[config.mk]
export PLATFORM = sky130hd
export DESIGN_NAME = spi_master_core
export DESIGN_NICKNAME = d
export VERILOG_FILES = /design/src/rtl/spi_pkg.sv /design/src/rtl/spi_master_core.sv
export SDC_FILE = /design/constraint.sdc
export NUM_CORES = 1
export LEC_CHECK = 0
export CORE_UTILIZATION = 45
export CTS_CLUSTER_SIZE = 10
export DETAILED_ROUTE_END_ITERATION = 12
export GPL_TIMING_DRIVEN = 0
export PLACE_DENSITY = 0.65
export SETUP_SLACK_MARGIN = 0.02
export SYNTH_ARGS = -nofsm -noshare
export SYNTH_HDL_FRONTEND = slang
export SYNTH_SLANG_ARGS = --single-unit
export TNS_END_PERCENT = 30
[constraint.sdc]
create_clock -name clk -period 8.2 [get_ports clk]
set_input_delay 1.64 -clock clk [delete_from_list [all_inputs] [get_ports clk]]
set_output_delay 1.64 -clock clk [all_outputs]
set_load 0.01 [all_outputs]
[src/rtl/spi_pkg.sv]
// Shared SPI definitions: frame sizes, FSM state encodings and the start-bit helper.
// Also used by the SPI command sequencer.
package spi_pkg;

   localparam int SPI_DATA_W = 64;
   localparam int SPI_BYTE_W = 3;
   localparam int SPI_BIT_W  = 6;
   localparam int SPI_CNT_W  = 8;

   localparam logic [2:0] ST_IDLE  = 3'd0;
   localparam logic [2:0] ST_SETUP = 3'd1;
   localparam logic [2:0] ST_SHIFT = 3'd2;
   localparam logic [2:0] ST_HOLD  = 3'd3;
   localparam logic [2:0] ST_GAP   = 3'd4;

   // Index of the first (MSB) bit sent for a byte count; 0 wraps to 7 so eight bytes start at 63.
   function automatic logic [SPI_BIT_W-1:0] first_bit(input logic [SPI_BYTE_W-1:0] bytes);
      logic [SPI_BYTE_W-1:0] top;
      top = bytes - 3'd1;
      return {top, 3'b111};
   endfunction

endpackage

[src/rtl/spi_master_core.sv]
// Mode-0 SPI master shift engine: latches a word and byte count on start, shifts N bytes
// MSB-first, captures miso on the sclk-high half and reports busy/finished.
//
// state    | meaning
// ---------+------------------------------------------------------------
// ST_IDLE  | cs_n high, waiting for start
// ST_SETUP | cs_n low, first bit on mosi, sclk low for SETUP_CYC cycles
// ST_SHIFT | two clk per bit: phase 0 sclk low, phase 1 sclk high + sample
// ST_HOLD  | cs_n low after last sclk fall for HOLD_CYC cycles
// ST_GAP   | cs_n high for GAP_CYC cycles, then finished pulse
module spi_master_core
   import spi_pkg::*;
#(
   parameter int SETUP_CYC = 1,
   parameter int HOLD_CYC  = 1,
   parameter int GAP_CYC   = 2
) (
   input  logic                  clk,
   input  logic                  rst,
   input  logic                  start,
   input  logic [SPI_DATA_W-1:0] data_in,
   input  logic [SPI_BYTE_W-1:0] bite_num,
   input  logic                  miso,
   output logic                  sclk,
   output logic                  mosi,
   output logic                  cs_n,
   output logic                  busy,
   output logic                  busy_reg,
   output logic                  finished,
   output logic [SPI_DATA_W-1:0] rx_data
);

   localparam logic [SPI_CNT_W-1:0] SETUP_LD = SPI_CNT_W'(SETUP_CYC - 1);
   localparam logic [SPI_CNT_W-1:0] HOLD_LD  = SPI_CNT_W'(HOLD_CYC - 1);
   localparam logic [SPI_CNT_W-1:0] GAP_LD   = SPI_CNT_W'(GAP_CYC - 1);

   logic [2:0]            state;
   logic [SPI_CNT_W-1:0]  cnt;
   logic                  phase;
   logic [SPI_BIT_W-1:0]  bit_cnt;
   logic [SPI_BIT_W-1:0]  start_bit;
   logic [SPI_DATA_W-1:0] tx_data;
   logic [SPI_DATA_W-1:0] rx_shift;

   always_comb begin
      start_bit = first_bit(bite_num);
   end

   // Outputs are registered together with the state they belong to, so each value is
   // assigned on the edge that enters the corresponding state or phase.
   always_ff @(posedge clk or posedge rst) begin
      if (rst) begin
         state    <= ST_IDLE;
         cnt      <= '0;
         phase    <= 1'b0;
         bit_cnt  <= '0;
         tx_data  <= '0;
         rx_shift <= '0;
         sclk     <= 1'b0;
         mosi     <= 1'b0;
         cs_n     <= 1'b1;
         busy     <= 1'b0;
         busy_reg <= 1'b0;
         finished <= 1'b0;
         rx_data  <= '0;
      end else begin
         busy_reg <= busy;
         finished <= 1'b0;
         case (state)
            ST_IDLE: begin
               if (start) begin
                  state    <= ST_SETUP;
                  tx_data  <= data_in;
                  bit_cnt  <= start_bit;
                  rx_shift <= '0;
                  cnt      <= SETUP_LD;
                  phase    <= 1'b0;
                  cs_n     <= 1'b0;
                  sclk     <= 1'b0;
                  mosi     <= data_in[start_bit];
                  busy     <= 1'b1;
               end
            end
            ST_SETUP: begin
               if (cnt == '0) begin
                  state <= ST_SHIFT;
                  phase <= 1'b0;
               end else begin
                  cnt <= cnt - 1'b1;
               end
            end
            ST_SHIFT: begin
               if (!phase) begin
                  phase <= 1'b1;
                  sclk  <= 1'b1;
               end else begin
                  rx_shift <= {rx_shift[SPI_DATA_W-2:0], miso};
                  sclk     <= 1'b0;
                  phase    <= 1'b0;
                  if (bit_cnt == '0) begin
                     state <= ST_HOLD;
                     cnt   <= HOLD_LD;
                     mosi  <= 1'b0;
                  end else begin
                     bit_cnt <= bit_cnt - 1'b1;
                     mosi    <= tx_data[bit_cnt - 6'd1];
                  end
               end
            end
            ST_HOLD: begin
               if (cnt == '0) begin
                  state <= ST_GAP;
                  cnt   <= GAP_LD;
                  cs_n  <= 1'b1;
               end else begin
                  cnt <= cnt - 1'b1;
               end
            end
            ST_GAP: begin
               if (cnt == '0) begin
                  state    <= ST_IDLE;
                  busy     <= 1'b0;
                  finished <= 1'b1;
                  rx_data  <= rx_shift;
               end else begin
                  cnt <= cnt - 1'b1;
               end
            end
            default: begin
               state <= ST_IDLE;
               cs_n  <= 1'b1;
               sclk  <= 1'b0;
               mosi  <= 1'b0;
               busy  <= 1'b0;
            end
         endcase
      end
   end

endmodule

== After elaboration in Yosys (flattened, before gate mapping) ==
Index checks and enable logic that the tools add are counted.
Cells by class
  div/mod/pow operators: 0
  $add $sub $neg: 3
  shift operators: 0
  $mul: 0
  muxes and demuxes: 39
  equality and inequality tests: 12
  $lt $le $gt $ge: 2
  bitwise gates (word level): 3
  reduce and logical (&&, ||, !) cells: 21
Operators by type and width (number)
  2-to-1 mux 64 bit: 2
  case mux 64 bit (2 select lines): 1
  2-to-1 mux 8 bit: 5
  case mux 8 bit (4 select lines): 1
  2-to-1 mux 3 bit: 6
  2-to-1 mux 6 bit: 3
  != test 2 bit, second input constant: 8
  case mux 1 bit (3 select lines): 5
  case mux 3 bit (5 select lines): 1
  AND reduction 3 bit: 5
  less-than comparator 6 x 7 -> 1 bit, second input constant: 2
  2-to-1 mux 1 bit: 12
  case mux 6 bit (2 select lines): 1
  OR reduction 3 bit: 3
  zero test 8 bit: 1
  subtractor 8 x 1 -> 8 bit, second input constant: 1
  binary-select mux 1 bit (select 6 bit): 1
  equality test 3 x 2 -> 1 bit, second input constant: 2
  zero test 6 bit: 1
  AND reduction 2 bit: 3
  AND reduction 6 bit: 1
  subtractor 6 x 1 -> 6 bit, second input constant: 1
  AND reduction 5 bit: 1
  AND reduction 4 bit: 1
  other kinds (10): 12
Storage, ports and cells
  ROM bits: 0
  bits of input ports: 71
  bits in writable memories: 0
  register bits after elaboration: 216
  word-level logic and storage cells: 93
  output and inout port bits: 70
  bits in latches: 0
  memories kept: 0

== Depth between registers and ports, before layout ==
  word-level depth: 6
  depth in mapped cells: 11

== Worst setup path after synthesis ==
Ideal clock, no wire load.
  kind: input-to-reg
  start: input bite_num[0]
  end: register mosi
  arrival time: 3060 ps
  stages: 7
  data required time: 8078 ps
  buffers on the path: 0
  slack: 5019 ps
  library setup time: 122 ps
  cell sequence: inv_1 > ha_1 > mux4_2 > mux2i_1 > o41ai_1 > nor4_1 > a2111oi_1
On the way
  cells in the longest elaborated chain, start to end: 5
Ends and longest elaborated chain
  start, declared: RTL line spi_master_core.sv:22  | input logic [SPI_BYTE_W-1:0] bite_num,
  subtractor 3 x 1 -> 3 bit: RTL line spi_pkg.sv:19  | top = bytes - 3'd1;
  binary-select mux 1 bit (select 3 bit): RTL line spi_master_core.sv:80  | mosi <= data_in[start_bit];
  2-to-1 mux 1 bit (implied by the code): RTL line spi_master_core.sv:80
  2-to-1 mux 1 bit: RTL line spi_master_core.sv:71  | if (start) begin
  case mux 1 bit (3 select lines): RTL line spi_master_core.sv:69  | case (state)
  end signal, assigned: RTL line spi_master_core.sv:80
  end signal, assigned: RTL line spi_master_core.sv:106  | mosi <= tx_data[bit_cnt - 6'd1];
  end, declared: RTL line spi_master_core.sv:25  | output logic mosi,
No other way between the ends. The select of a mux whose other input is x is not followed.
A chain may end at the register's enable or synchronous reset.

== Worst setup path after layout ==
  start: input start
  end: register rx_shift[57]
On the way
  cells in the longest elaborated chain, start to end: 2
Ends and longest elaborated chain
  start, declared: RTL line spi_master_core.sv:20  | input logic start,
  != test 2 bit (no source line)
  AND reduction 3 bit (no source line)
  end signal, assigned: RTL line spi_master_core.sv:97  | rx_shift <= {rx_shift[SPI_DATA_W-2:0], miso};
  end, declared: RTL line spi_master_core.sv:43  | logic [SPI_DATA_W-1:0] rx_shift;
No other way between the ends.

==> results by group <==
Timing
  • Final setup fails: 0
  • Tightest Pin Transition: approximately 1.1 ns
  • TNS Setup: 0 ns
  • Final Cycle Share: a little under half
  • Worst Skew: between 0.01 and 0.015 ns
  • Max Clk Rate: 256 MHz
  • Period minus WS final: roughly 4 ns
  • Slew HR: 29.6%
  • Final Slew Violations: 0
  • Count of final hold-check violations: 0
  • RSZ-0062 raised after global routing: no

Critical path
  • Crit Path Class: in2reg
  • Arrival time worst endpoint: 4.34 ns
  • CP peak stage delay: a little over 0.8 ns
  • Flop2flop setup slack: 4.70 ns
  • Crit-path max FO: 10
  • R2r startpoint: bit_cnt[0]$_DFFE_PP0P_
  • Worst setup path endpoint: rx_shift[57]$_DFFE_PP0P_
  • Crit path from: start
  • Worst EP required: between 8 and 9 ns
  • Slowest cell on the critical path: a21oi_1
  • Worst-case reg-to-reg path depth: 10
  • Critical Path Source Type: input pin
  • Crit end category: register
  • Cell Chain, Critical Path: clkdlybuf4s50_1 -> nand2b_1 -> nor3_1 -> a21oi_1 -> clkbuf_1 -> buf_1 -> nand2_1 -> o21ai_0
  • FF-to-FF End: mosi$_DFFE_PP0P_

Detailed routing
  • DRC: 0
  • WL final: a little over 20000 µm
  • WL per Instance: around 15 µm
  • Vias per cell: ~5.1
  • Via Count: 6860
  • DRT iter0 DRCs: 429
  • ANT nets after route: 0
  • Drt first pass iters: 5

Synth
  • Synth Net Count: 982
  • Number of flops mapped to enable cells by yosys: 0
  • Mapped Cells: around 910
  • Post-Syn Area: just over 9000 µm²
  • YS warnings: 0
  • Ys flop type: dfrtp_1
  • Share of the synthesized area in the top cell type: approximately three fifths
  • Yosys top cell by area: dfrtp_1
  • Seq/Total Area, Yosys: between 50% and 60%
  • Largest cells by area after synthesis: dfrtp_1 (58%), nand2_1 (13%), mux2_2 (7.9%), o21ai_0 (4.5%), mux4_2 (2.9%)
  • Ys async rst share: 100%
  • Syn avg cell area: 10.2 µm²
  • Netlist cell types: between 40 and 50
  • Synth Register Bits: around 220

Clock network
  • Total CTS buffers: 26
  • Clock Sinks: 216
  • CTS Buffer Depth: 3
  • CTS tree: yes
  • Reg clk slew, reported paths: approximately 0.050 ns
  • Worst-Skew Late Latency: between 0.5 and 0.6 ns
  • Setup Fix Bufs, Post-CTS: 0
  • Post-CTS sizing: 0
  • H-Tree Level Count: 1
  • # hold bufs at CTS: 0
  • CTS root buf: clkbuf_16

Final layout
  • P&R area growth vs syn: 27.1%
  • Layout cells sized above 1: between 10% and 20%
  • Largest regs: rx_data: 64 flops, rx_shift: 64 flops, tx_data: 64 flops
  • FILL cells: 1790
  • Antenna cell count: 0
  • Final core occ: between 50% and 60%
  • Nets: roughly 1.2k

Power and ir drop
  • Peak supply drop: around 0.17 mV
  • Power per cell area: 315 nW/µm²
  • Leakage power: 5.20 nW

Floorplan
  • Height of the die: approximately 150 µm
  • Die X: 146 µm
  • Core area: approximately 20000 µm²
  • Ports: between 100 and 150
  • Total die area: approximately 21000 µm²
  • FP Rows: 52
  • Initial Util: 45.8%

GRT
  • Largest net degree at the start of global routing: roughly 130
  • Antenna violations before repair: 0
  • Total congestion overflow: 0
  • First-pass GRT wire length: 35300 µm
  • Aggregate global-route resource usage: between 20% and 30%
  • Vias in the first global route: between 6k and 7k

Placement
  • PortBufs: 140
  • Final GP Congestion: between 0.8 and 0.9
  • Dpl hpwl: roughly 14000 µm

Min path
  • Hold crit path type: reg2reg

Run status
  • Status: finished, final reports clean

Flow run
  • Count of max-cap constraint violations: 0
[final cells by class]
cell class / count / area (µm²) / area share [%]
Multi-Input combinational cell: 625 / 3600 / 30.6
Inverter: 13 / 56.3 / 0.478
Sequential cell: 216 / 5410 / 45.9
Timing Repair Buffer: 141 / 1430 / 12.1
Buffer: 53 / 215 / 1.83
Clock buffer: 37 / 723 / 6.14
Tap cell: 270 / 338 / 2.87
Clock inverter: 2 / 12.5 / 0.106
[cell usage after synthesis (3+ instances only)]
cell type    n
ha_1         4
clkbuf_1    37
buf_1        8
buf_2        7
mux4_2      12
nand2_1    332
nor2_1      30
nor3_1       9
o41ai_1      4
a21oi_1     16
o21ai_0     83
nor4_1       3
xor2_1       3
xnor2_1      5
mux4_1       4
mux2_2      65
dfrtp_1    215
inv_1       12
nand2b_1     6
a31oi_1      3
nand3_1      6
mux2i_1     10
[power by group]
| part | internal, mW | switching, mW |
|---|---|---|
| logic | 0.523 | 0.506 |
| registers | 1.42 | 0.250 |
| clock network | 0.602 | 0.412 |
[per-stage QoR]
stage | setup WS (ns) | power [mW] | std cells | hold slack (ns) | area (µm²)
2_1_floorplan | 0.654 | 2.40 | 907 | 0.439 | 9270
3_3_place_gp | -2.22 | 2.68 | 1317 | 0.459 | 11000
6_report | 4.30 | 3.72 | 1357 | 0.468 | 11800
3_5_place_dp | 3.75 | 2.72 | 1318 | 0.461 | 11000
4_1_cts | 4.27 | 3.75 | 1357 | 0.475 | 11800
5_1_grt | 4.04 | 3.95 | 1357 | 0.498 | 11800
[cells in the final DEF (no fill, tap or decap), types with 9 or more instances in the layout]
cell type / instances
mux2_2: 65
clkbuf_16: 27
mux4_2: 12
nor2_1: 30
a21oi_1: 16
inv_1: 11
nor3_1: 9
nand2_1: 332
dfrtp_1: 215
o21ai_0: 83
clkdlybuf4s50_1: 140
mux2i_1: 10
clkbuf_1: 46
[worst min path at each step]
| stage | startpoint | end | cells past startpoint |
|---|---|---|---|
| floorplan | rx_shift[63]$_DFFE_PP0P_ | rx_data[63]$_DFFE_PP0P_ | 2 |
| global placement | rx_data[23]$_DFFE_PP0P_ | rx_data[23]$_DFFE_PP0P_ | 2 |
| detailed placement | rx_data[10]$_DFFE_PP0P_ | rx_data[10]$_DFFE_PP0P_ | 2 |
| CTS | rx_data[10]$_DFFE_PP0P_ | rx_data[10]$_DFFE_PP0P_ | 2 |
| global route | busy$_DFFE_PP0P_ | busy_reg$_DFF_PP0_ | 0 |
| finish | rx_data[39]$_DFFE_PP0P_ | rx_data[39]$_DFFE_PP0P_ | 2 |
[worst max-delay path, delay by kind of cell]
family,cells,cell delay (ns)
AO/OA/AOI/OAI,2,0.89
buffers and inverters,3,1.42
AND/OR/NAND/NOR,3,0.38
[layer usage]
layer,vias to the layer above,track usage (%),wire [µm]
met3,29,4.51,1090
met2,157,32.3,9450
li1,3358,-,-
met5,-,0,0
met4,0,5.42,417
met1,3316,28.5,9510
[cells by family after synthesis]
group / after synthesis / synth area share [%]
AND/OR/NAND/NOR: 398 / 17.0
XOR/XNOR: 9 / 0.931
AO/OA/AOI/OAI: 123 / 7.34
flip-flops: 216 / 58.3
adder cells (fa/ha/maj): 4 / 0.540
buffers and inverters: 66 / 2.85
multiplexers: 91 / 13.0
No activity file was read; power rests on OpenSTA's default activity.
